$ cat src/rtl/sbrk_pkg.sv
// Shared types for the paddle arbiter: Gray phase codes, owner encoding,
// arbiter states, signed direction and the phase-stepping helpers.
package sbrk_pkg;

  localparam logic [1:0] PH_00 = 2'b00;
  localparam logic [1:0] PH_01 = 2'b01;
  localparam logic [1:0] PH_11 = 2'b11;
  localparam logic [1:0] PH_10 = 2'b10;

  typedef enum logic {
    OWNER_P1 = 1'b0,
    OWNER_P2 = 1'b1
  } owner_t;

  typedef enum logic {
    ST_OWNED   = 1'b0,
    ST_PENDING = 1'b1
  } arb_state_t;

  typedef logic signed [1:0] dir_t;

  // Both or neither pressed cancel out to zero.
  function automatic dir_t dir_of(input logic left, input logic right);
    dir_t d;
    case ({right, left})
      2'b10:   d = 2'sd1;
      2'b01:   d = -2'sd1;
      default: d = 2'sd0;
    endcase
    return d;
  endfunction

  function automatic logic [1:0] phase_next(input logic [1:0] ph, input dir_t d);
    logic [1:0] nx;
    nx = ph;
    if (d == 2'sd1) begin
      case (ph)
        PH_00:   nx = PH_01;
        PH_01:   nx = PH_11;
        PH_11:   nx = PH_10;
        default: nx = PH_00;
      endcase
    end else if (d == -2'sd1) begin
      case (ph)
        PH_00:   nx = PH_10;
        PH_10:   nx = PH_11;
        PH_11:   nx = PH_01;
        default: nx = PH_00;
      endcase
    end
    return nx;
  endfunction

endpackage

$ cat src/rtl/tick_div.sv
// Free-running divider: tick is high for one clk_sys cycle every CLKDIV cycles,
// first asserted CLKDIV-1 cycles after reset release; no backpressure.
module tick_div #(
  parameter int CLKDIV = 5500
) (
  input  logic clk_sys,
  input  logic Reset_n,
  output logic tick
);

  localparam logic [15:0] LAST = 16'(CLKDIV - 1);

  logic [15:0] cnt;

  assign tick = (cnt == LAST);

  always_ff @(posedge clk_sys or negedge Reset_n) begin
    if (!Reset_n) begin
      cnt <= '0;
    end else if (tick) begin
      cnt <= '0;
    end else begin
      cnt <= cnt + 16'd1;
    end
  end

endmodule

$ cat src/rtl/paddle_arbiter.sv
// Merges two players' paddle requests into one quadrature encoder, handing
// ownership over on turn changes; phase moves one cycle after a tick, no backpressure.
module paddle_arbiter
  import sbrk_pkg::*;
#(
  parameter int CLKDIV     = 5500,
  parameter int SW_TIMEOUT = 8
) (
  input  logic clk_sys,
  input  logic Reset_n,
  input  logic left1,
  input  logic right1,
  input  logic left2,
  input  logic right2,
  input  logic turn1,
  input  logic turn2,
  input  logic share,
  output logic enc_a,
  output logic enc_b,
  output logic owner,
  output logic step
);

  localparam logic [7:0] TO_LIMIT = 8'(SW_TIMEOUT);

  logic       tick;
  logic [1:0] phase_q;
  logic [1:0] phase_nx;
  logic       step_q;
  owner_t     owner_q, owner_n, desired;
  arb_state_t state_q, state_n;
  logic [7:0] to_cnt_q, to_cnt_n;
  logic [7:0] to_inc;
  dir_t       dir1, dir2, owner_dir, eff_dir;

  tick_div #(
    .CLKDIV(CLKDIV)
  ) u_tick_div (
    .clk_sys(clk_sys),
    .Reset_n(Reset_n),
    .tick   (tick)
  );

  assign dir1      = dir_of(left1, right1);
  assign dir2      = dir_of(left2, right2);
  assign owner_dir = (owner_q == OWNER_P2) ? dir2 : dir1;
  assign eff_dir   = share ? dir_of(left1 | left2, right1 | right2) : owner_dir;
  // Uses the owner as registered, so a flipping tick still steps with the old owner.
  assign phase_nx  = phase_next(phase_q, eff_dir);
  assign to_inc    = to_cnt_q + 8'd1;

  always_comb begin
    desired = owner_q;
    if (turn2 && !turn1) begin
      desired = OWNER_P2;
    end else if (turn1 && !turn2) begin
      desired = OWNER_P1;
    end
  end

  always_comb begin
    state_n  = state_q;
    owner_n  = owner_q;
    to_cnt_n = to_cnt_q;
    if (share) begin
      state_n  = ST_OWNED;
      to_cnt_n = '0;
    end else begin
      case (state_q)
        ST_OWNED: begin
          if (desired != owner_q) begin
            state_n = ST_PENDING;
          end
        end
        ST_PENDING: begin
          if (desired == owner_q) begin
            state_n  = ST_OWNED;
            to_cnt_n = '0;
          end else if (tick) begin
            // Hand over at once when idle, otherwise only after the timeout.
            if (owner_dir == 2'sd0 || to_inc >= TO_LIMIT) begin
              owner_n  = (owner_q == OWNER_P1) ? OWNER_P2 : OWNER_P1;
              state_n  = ST_OWNED;
              to_cnt_n = '0;
            end else begin
              to_cnt_n = to_inc;
            end
          end
        end
        default: begin
          state_n  = ST_OWNED;
          to_cnt_n = '0;
        end
      endcase
    end
  end

  always_ff @(posedge clk_sys or negedge Reset_n) begin
    if (!Reset_n) begin
      state_q  <= ST_OWNED;
      owner_q  <= OWNER_P1;
      to_cnt_q <= '0;
      phase_q  <= PH_00;
      step_q   <= 1'b0;
    end else begin
      state_q  <= state_n;
      owner_q  <= owner_n;
      to_cnt_q <= to_cnt_n;
      step_q   <= tick && (phase_nx != phase_q);
      if (tick) begin
        phase_q <= phase_nx;
      end
    end
  end

  assign enc_a = phase_q[1];
  assign enc_b = phase_q[0];
  assign owner = owner_q;
  assign step  = step_q;

endmodule

$ cat config.mk
export PLATFORM = sky130hd
export DESIGN_NAME = paddle_arbiter
export DESIGN_NICKNAME = d
export VERILOG_FILES = /design/src/rtl/sbrk_pkg.sv /design/src/rtl/tick_div.sv /design/src/rtl/paddle_arbiter.sv
export SDC_FILE = /design/constraint.sdc
export NUM_CORES = 1
export LEC_CHECK = 0
export CAP_MARGIN = 20
export CELL_PAD_IN_SITES_DETAIL_PLACEMENT = 1
export CELL_PAD_IN_SITES_GLOBAL_PLACEMENT = 1
export CORE_UTILIZATION = 45
export DETAILED_ROUTE_END_ITERATION = 16
export GPL_ROUTABILITY_DRIVEN = 0
export PLACE_DENSITY_LB_ADDON = 0.15
export SYNTH_ARGS = -nofsm -noshare
export SYNTH_HDL_FRONTEND = slang
export SYNTH_HIERARCHICAL = 1
export SYNTH_SLANG_ARGS = --single-unit
$ cat constraint.sdc
create_clock -name clk_sys -period 2.25 [get_ports clk_sys]
set_clock_uncertainty 0.2 [all_clocks]
set_input_delay 0.225 -clock clk_sys [delete_from_list [all_inputs] [get_ports clk_sys]]
set_output_delay 0.225 -clock clk_sys [all_outputs]
set_load 0.05 [all_outputs]
======== Word-level counts from Yosys, hierarchy flattened ========
Index checks and enable logic that the tools add are counted.
word-level totals
  output and inout port bits .............. 4
  input bits .............................. 9
  flip-flop bits (word level) ............. 29
cells by class
  $add $sub $neg .......................... 2
  reduce and logical (&&, ||, !) cells .... 12
  equality and inequality tests ........... 15
  order comparisons ....................... 1
  mux-type cells .......................... 24
  bitwise operators ....................... 5
operators with widths
  operator                                                                              number
  8-bit two-way mux                                                                     5
  16-bit by 1-bit adder with 16-bit output (second input constant)                      1
  16-bit by 13-bit == test with 1-bit output (second input constant)                    1
  16-bit two-way mux                                                                    1
  2-bit == test (second input constant)                                                 6
  2-bit case mux with 2 select lines                                                    3
  2-bit case mux with 3 select lines                                                    2
  2-bit by 1-bit == test with 1-bit output (second input constant)                      5
  8-bit by 1-bit adder with 8-bit output (second input constant)                        1
  8-bit by 4-bit greater-or-equal comparator with 1-bit output (second input constant)  1
  1-bit two-way mux                                                                     8
  2-bit two-way mux                                                                     4
  5-bit AND reduction                                                                   1
  2-bit zero test                                                                       2
  1-bit logical AND                                                                     3
  1-bit NOT                                                                             3
  3-bit nonzero test                                                                    1
  1-bit zero test                                                                       2
  2-bit inequality test                                                                 1
  1-bit bitwise OR                                                                      2
  1-bit case mux with 2 select lines                                                    1
  2-bit AND reduction                                                                   1
  2-bit nonzero test                                                                    1
  1-bit == test                                                                         1
  other kinds (2)                                                                       2

======== Logic depth before layout (Yosys ltp) ========
  depth in word-level cells ............... 10
  gate-level depth with buffers ........... 8
  depth with buffers taken out ............ 8

======== Hierarchy ========
The synthesis kept the hierarchy.
modules (own cells, without submodules)
  module          instances  cells each  area an instance (um2)  seq. area each (um2)
  tick_div        1          78          799.5                   400.4
  paddle_arbiter  1          71          758.2                   325.3

======== Least setup slack after synthesis ========
Ideal clock, no wire load.
  path type ............................... register to register
  start point ............................. register owner_q (netlist: owner)
  end point ............................... register owner_q (netlist: owner)
  path buffers ............................ 1
  arrival ................................. 1.841 ns
  path slack .............................. 0.076 ns
  stages on the path, launching flop included .. 7
  library setup time ...................... 0.133 ns
  required time ........................... 1.917 ns
  path through ............................ dfrtp_1 > clkbuf_1 > nor2b_2 > a221o_2 > a21o_1 > nor3b_1 > xor2_1
on the way
  cells in the longest elaborated chain, start to end .. 5
  elaborated cells between the ends (all ways) .. 9
  classes of those cells .................. eq/ne (1); mux (4); bitwise (1); reduce/logical (3)
RTL lines
  what                           RTL line               RTL
  start, declared                paddle_arbiter.sv:30   owner_t owner_q, owner_n, desired;
  start signal, assigned         paddle_arbiter.sv:107  owner_q <= owner_n;
  1-bit two-way mux              paddle_arbiter.sv:56   end else if (turn1 && !turn2) begin
  1-bit two-way mux              paddle_arbiter.sv:54   if (turn2 && !turn1) begin
  1-bit == test                  paddle_arbiter.sv:76   if (desired == owner_q) begin
  1-bit NOT (no line)            -
  5-bit AND reduction (no line)  -
Parallel ways exist; a longest one is shown, timed or not.
A chain may end at the register's enable or synchronous reset.

======== Worst setup path in the final report ========
  start point ............................. register owner_q (netlist: owner)
  end point ............................... output port owner
RTL lines
  what           RTL line              RTL
  end, declared  paddle_arbiter.sv:20  output logic owner,
No word-level cell between the ends.

==> results by group <==
Placed design
  – Dpl ws: -195 ps
  – PortBufs: 12
  – Post-DP HPWL: 2390 µm
  – Placed Cells incl. Taps: 207

Clock tree
  – CTS tree: built
  – CTS Buf Count: 5
  – CTS H-tree lvls: 2
  – Skew-Pair Late Insertion Delay: 330 ps
  – Clock Pin Slew Worst Setup and Hold Paths: 100 ps
  – TritonCTS Sinks: 29
  – Root Driver: clkbuf_4
  – Max clock buf depth: 2
  – Hold Buf Count CTS: 0

Synthesis
  – Fraction of registers with async set/reset: 100%
  – Syn Nets: 163
  – Mean Syn Cell Area: 10.5 µm²
  – Post-synthesis compound-gate area fraction: 12.4%
  – Yosys reg bits: 29
  – Seq/Total Area, Yosys: 46.6%
  – Post-Synth Adder-Cell Area: 4.02%
  – Combinational family with the most area after synthesis: simple AND/OR/NAND/NOR gates
  – EDFF count, synth: 0
  – Gate count of the mapped netlist: 149
  – Post-Syn Area: 1560 µm²
  – Simple logic cell fraction of the synthesized area: 27.0%
  – XOR/XNOR Fraction of Synth Area: 7.31%
  – Multiplexer area fraction after synthesis: 0.643%
  – Ys flop type: dfrtp_1
  – Synth unique cells: 46
  – YS warnings: 6

Run status
  – Status: finished, final reports clean

Setup path
  – CP max stage delay: 880 ps
  – R2R Setup Slk: 110 ps
  – Worst path bufs/invs: 1
  – WP data arrival: 1720 ps
  – Worst Setup Path Type: flip-flop to primary output
  – Top delay family on crit path: buffers and inverters
  – CP Capture Type: primary output
  – Max FO, Critical Path: 8
  – Worst setup SP type: flip-flop
  – Worst path required time: 1820 ps
  – CP Cell Sequence: clkdlybuf4s50_1
  – Slowest cell on crit path: clkdlybuf4s50_1

Global routing
  – Initial antenna violation count: 0
  – Vias in the first global route: 1,250
  – Global-route wire length before repair: 5400 µm
  – Gr usage total: 20.7%
  – Pin count of the biggest net entering global routing: 30
  – Grt total ovfl: 0

Timing
  – Worst rel slew slack: 66.0%
  – RSZ-0062 raised after global routing: false
  – Worst-Margin Slew: 508 ps
  – Hold WS: 77.7 ps
  – Fmax: 466 MHz
  – Worst setup margin: 104 ps
  – Sum of negative setup slack: 0 ps
  – Hold Vio Cnt, Final: 0
  – Endpoints failing setup: 0
  – Pins Over Slew Limit: 0
  – Min Tclk post-route: 2150 ps
  – Final period utilization: 95.4%

Layout
  – Layout Cells excl Fill: 215
  – FILL cells: 374
  – Nets: 184
  – # diodes: 0
  – Layout cells sized above 1: 17.0%
  – Area Growth Syn to Fin: 17.4%

Hold path
  – Worst hold path class: primary input to async pin

Routing
  – Vias/cell: 5.47
  – DRT iter0 DRCs: 40
  – Wire per inst: 14.9 µm
  – WL final: 3200 µm
  – ANT nets after route: 0
  – DR vias: 1,176
  – DR pass1 iterations: 4
  – DRC: 0

Die
  – DIE WIDTH: 60.8 µm
  – I/O pin count: 13
  – Die height: 60.8 µm
  – Core ar.: 3180 µm²
  – Initial core utilization: 49.0%
  – Die footprint: 3700 µm²
  – Row count: 20

Job
  – Max-cap violations: 0

Power and ir drop
  – Pwr Total: 0.967 mW
  – Pwr dens: 529 nW/µm²
  – Static leakage: 0.812 nW
  – Maximum VDD drop: 0.307 mV
[routing by layer]
layer / share of wire, % / vias up / GRT usage (%)
met5: 0 / - / 0
met4: 2.0 / 0 / 9.74
met3: 2.9 / 7 / 6.40
met2: 52 / 17 / 36.3
met1: 43 / 586 / 23.0
li1: - / 566 / -
[cell usage in the layout, fill, tap and decap left out, types with 3 or more instances in the layout]
cell type	synthesis	layout
xnor2_1	5	5
nor3_1	4	4
a21o_1	5	5
o21ai_0	6	6
buf_4	0	4
nor2_1	9	9
ha_1	5	5
dfrtp_1	29	29
nor2b_1	3	3
clkdlybuf4s50_1	0	12
nand4_1	3	3
and2_1	5	5
nand2_1	12	12
nand3_1	10	10
inv_1	6	6
xor2_1	8	8
clkbuf_4	0	5
[kinds of logic (layout without fill, tap and decap cells)]
logic type                 Yosys count  count (layout)
AOI/OAI and AO/OA                   24              24
adders and majority gates            5               5
buffers and inverters                8              30
muxes                                1               1
xor gates and xnor gates            13              13
DFF                                 29              29
and+or+nand+nor                     69              69
[cell usage after synthesis, types with 2 or more instances]
cell | instances | area share, %
o21ai_1 | 2 | 0.64
nor2_1 | 9 | 2.2
dfrtp_1 | 29 | 47
a21oi_1 | 2 | 0.64
o21ai_0 | 6 | 1.9
nand2_1 | 12 | 2.9
nand3_1 | 10 | 3.2
nor2b_1 | 3 | 1.2
ha_1 | 5 | 4.0
xor2_1 | 8 | 4.5
or3_1 | 2 | 0.80
nand4_1 | 3 | 1.2
nand2b_1 | 2 | 0.80
a21o_1 | 5 | 2.4
nand3b_1 | 2 | 0.96
inv_1 | 6 | 1.4
xnor2_1 | 5 | 2.8
nor4b_2 | 2 | 1.9
nor3_1 | 4 | 1.3
and2_1 | 5 | 2.0
and3_2 | 2 | 0.96
[sequential cells by signal (all words and copies together) (netlist names)]
| register | count |
|---|---|
| owner | 1 |
| phase_q | 2 |
| state_q | 1 |
| step | 1 |
| to_cnt_q | 8 |
| u_tick_div/cnt | 16 |
[stage by stage]
stage / cell area [µm²] / utilization (%)
after floorplan: 1560 / -
after global placement: 1750 / 55.2
after detailed placement: 1750 / 55.2
after CTS: 1820 / 57.4
after global routing: 1830 / 57.6
final: 1830 / 57.6
[report_power, final]
group          switching (mW)  internal [mW]
logic                  0.0379         0.0357
clock network           0.186          0.181
registers             0.00342          0.523
[repair_timing]
item	CTS	global route
setup buffers	0	0
gates resized for setup	0	1
setup endpoints to repair	0	1
[path summary, 6_finish.rpt]
check,startpoint,cells after the start,endpoint
max in group asynchronous,Reset_n,2,to_cnt_q[7]$_DFFE_PN0P_
min,Reset_n,2,u_tick_div/cnt[7]$_DFF_PN0_
max reg2reg,to_cnt_q[5]$_DFFE_PN0P_,5,to_cnt_q[0]$_DFFE_PN0P_
max,owner$_DFFE_PN0P_,1,owner
min reg2reg,u_tick_div/cnt[0]$_DFF_PN0_,1,u_tick_div/cnt[0]$_DFF_PN0_
min in group clk_sys,u_tick_div/cnt[0]$_DFF_PN0_,1,u_tick_div/cnt[0]$_DFF_PN0_
[layout make-up]
| cell class | instances | area (µm²) | share of cell area, % |
|---|---|---|---|
| clock buffer | 7 | 65.1 | 3.56 |
| tap | 44 | 55.1 | 3.01 |
| timing repair buffer | 16 | 150 | 8.21 |
| sequential | 29 | 726 | 39.7 |
| inverter | 6 | 22.5 | 1.23 |
| clock inverter | 1 | 5.00 | 0.274 |
| multi-input combinational | 112 | 806 | 44.0 |
Note: power is estimated with default switching activity, not from simulation.
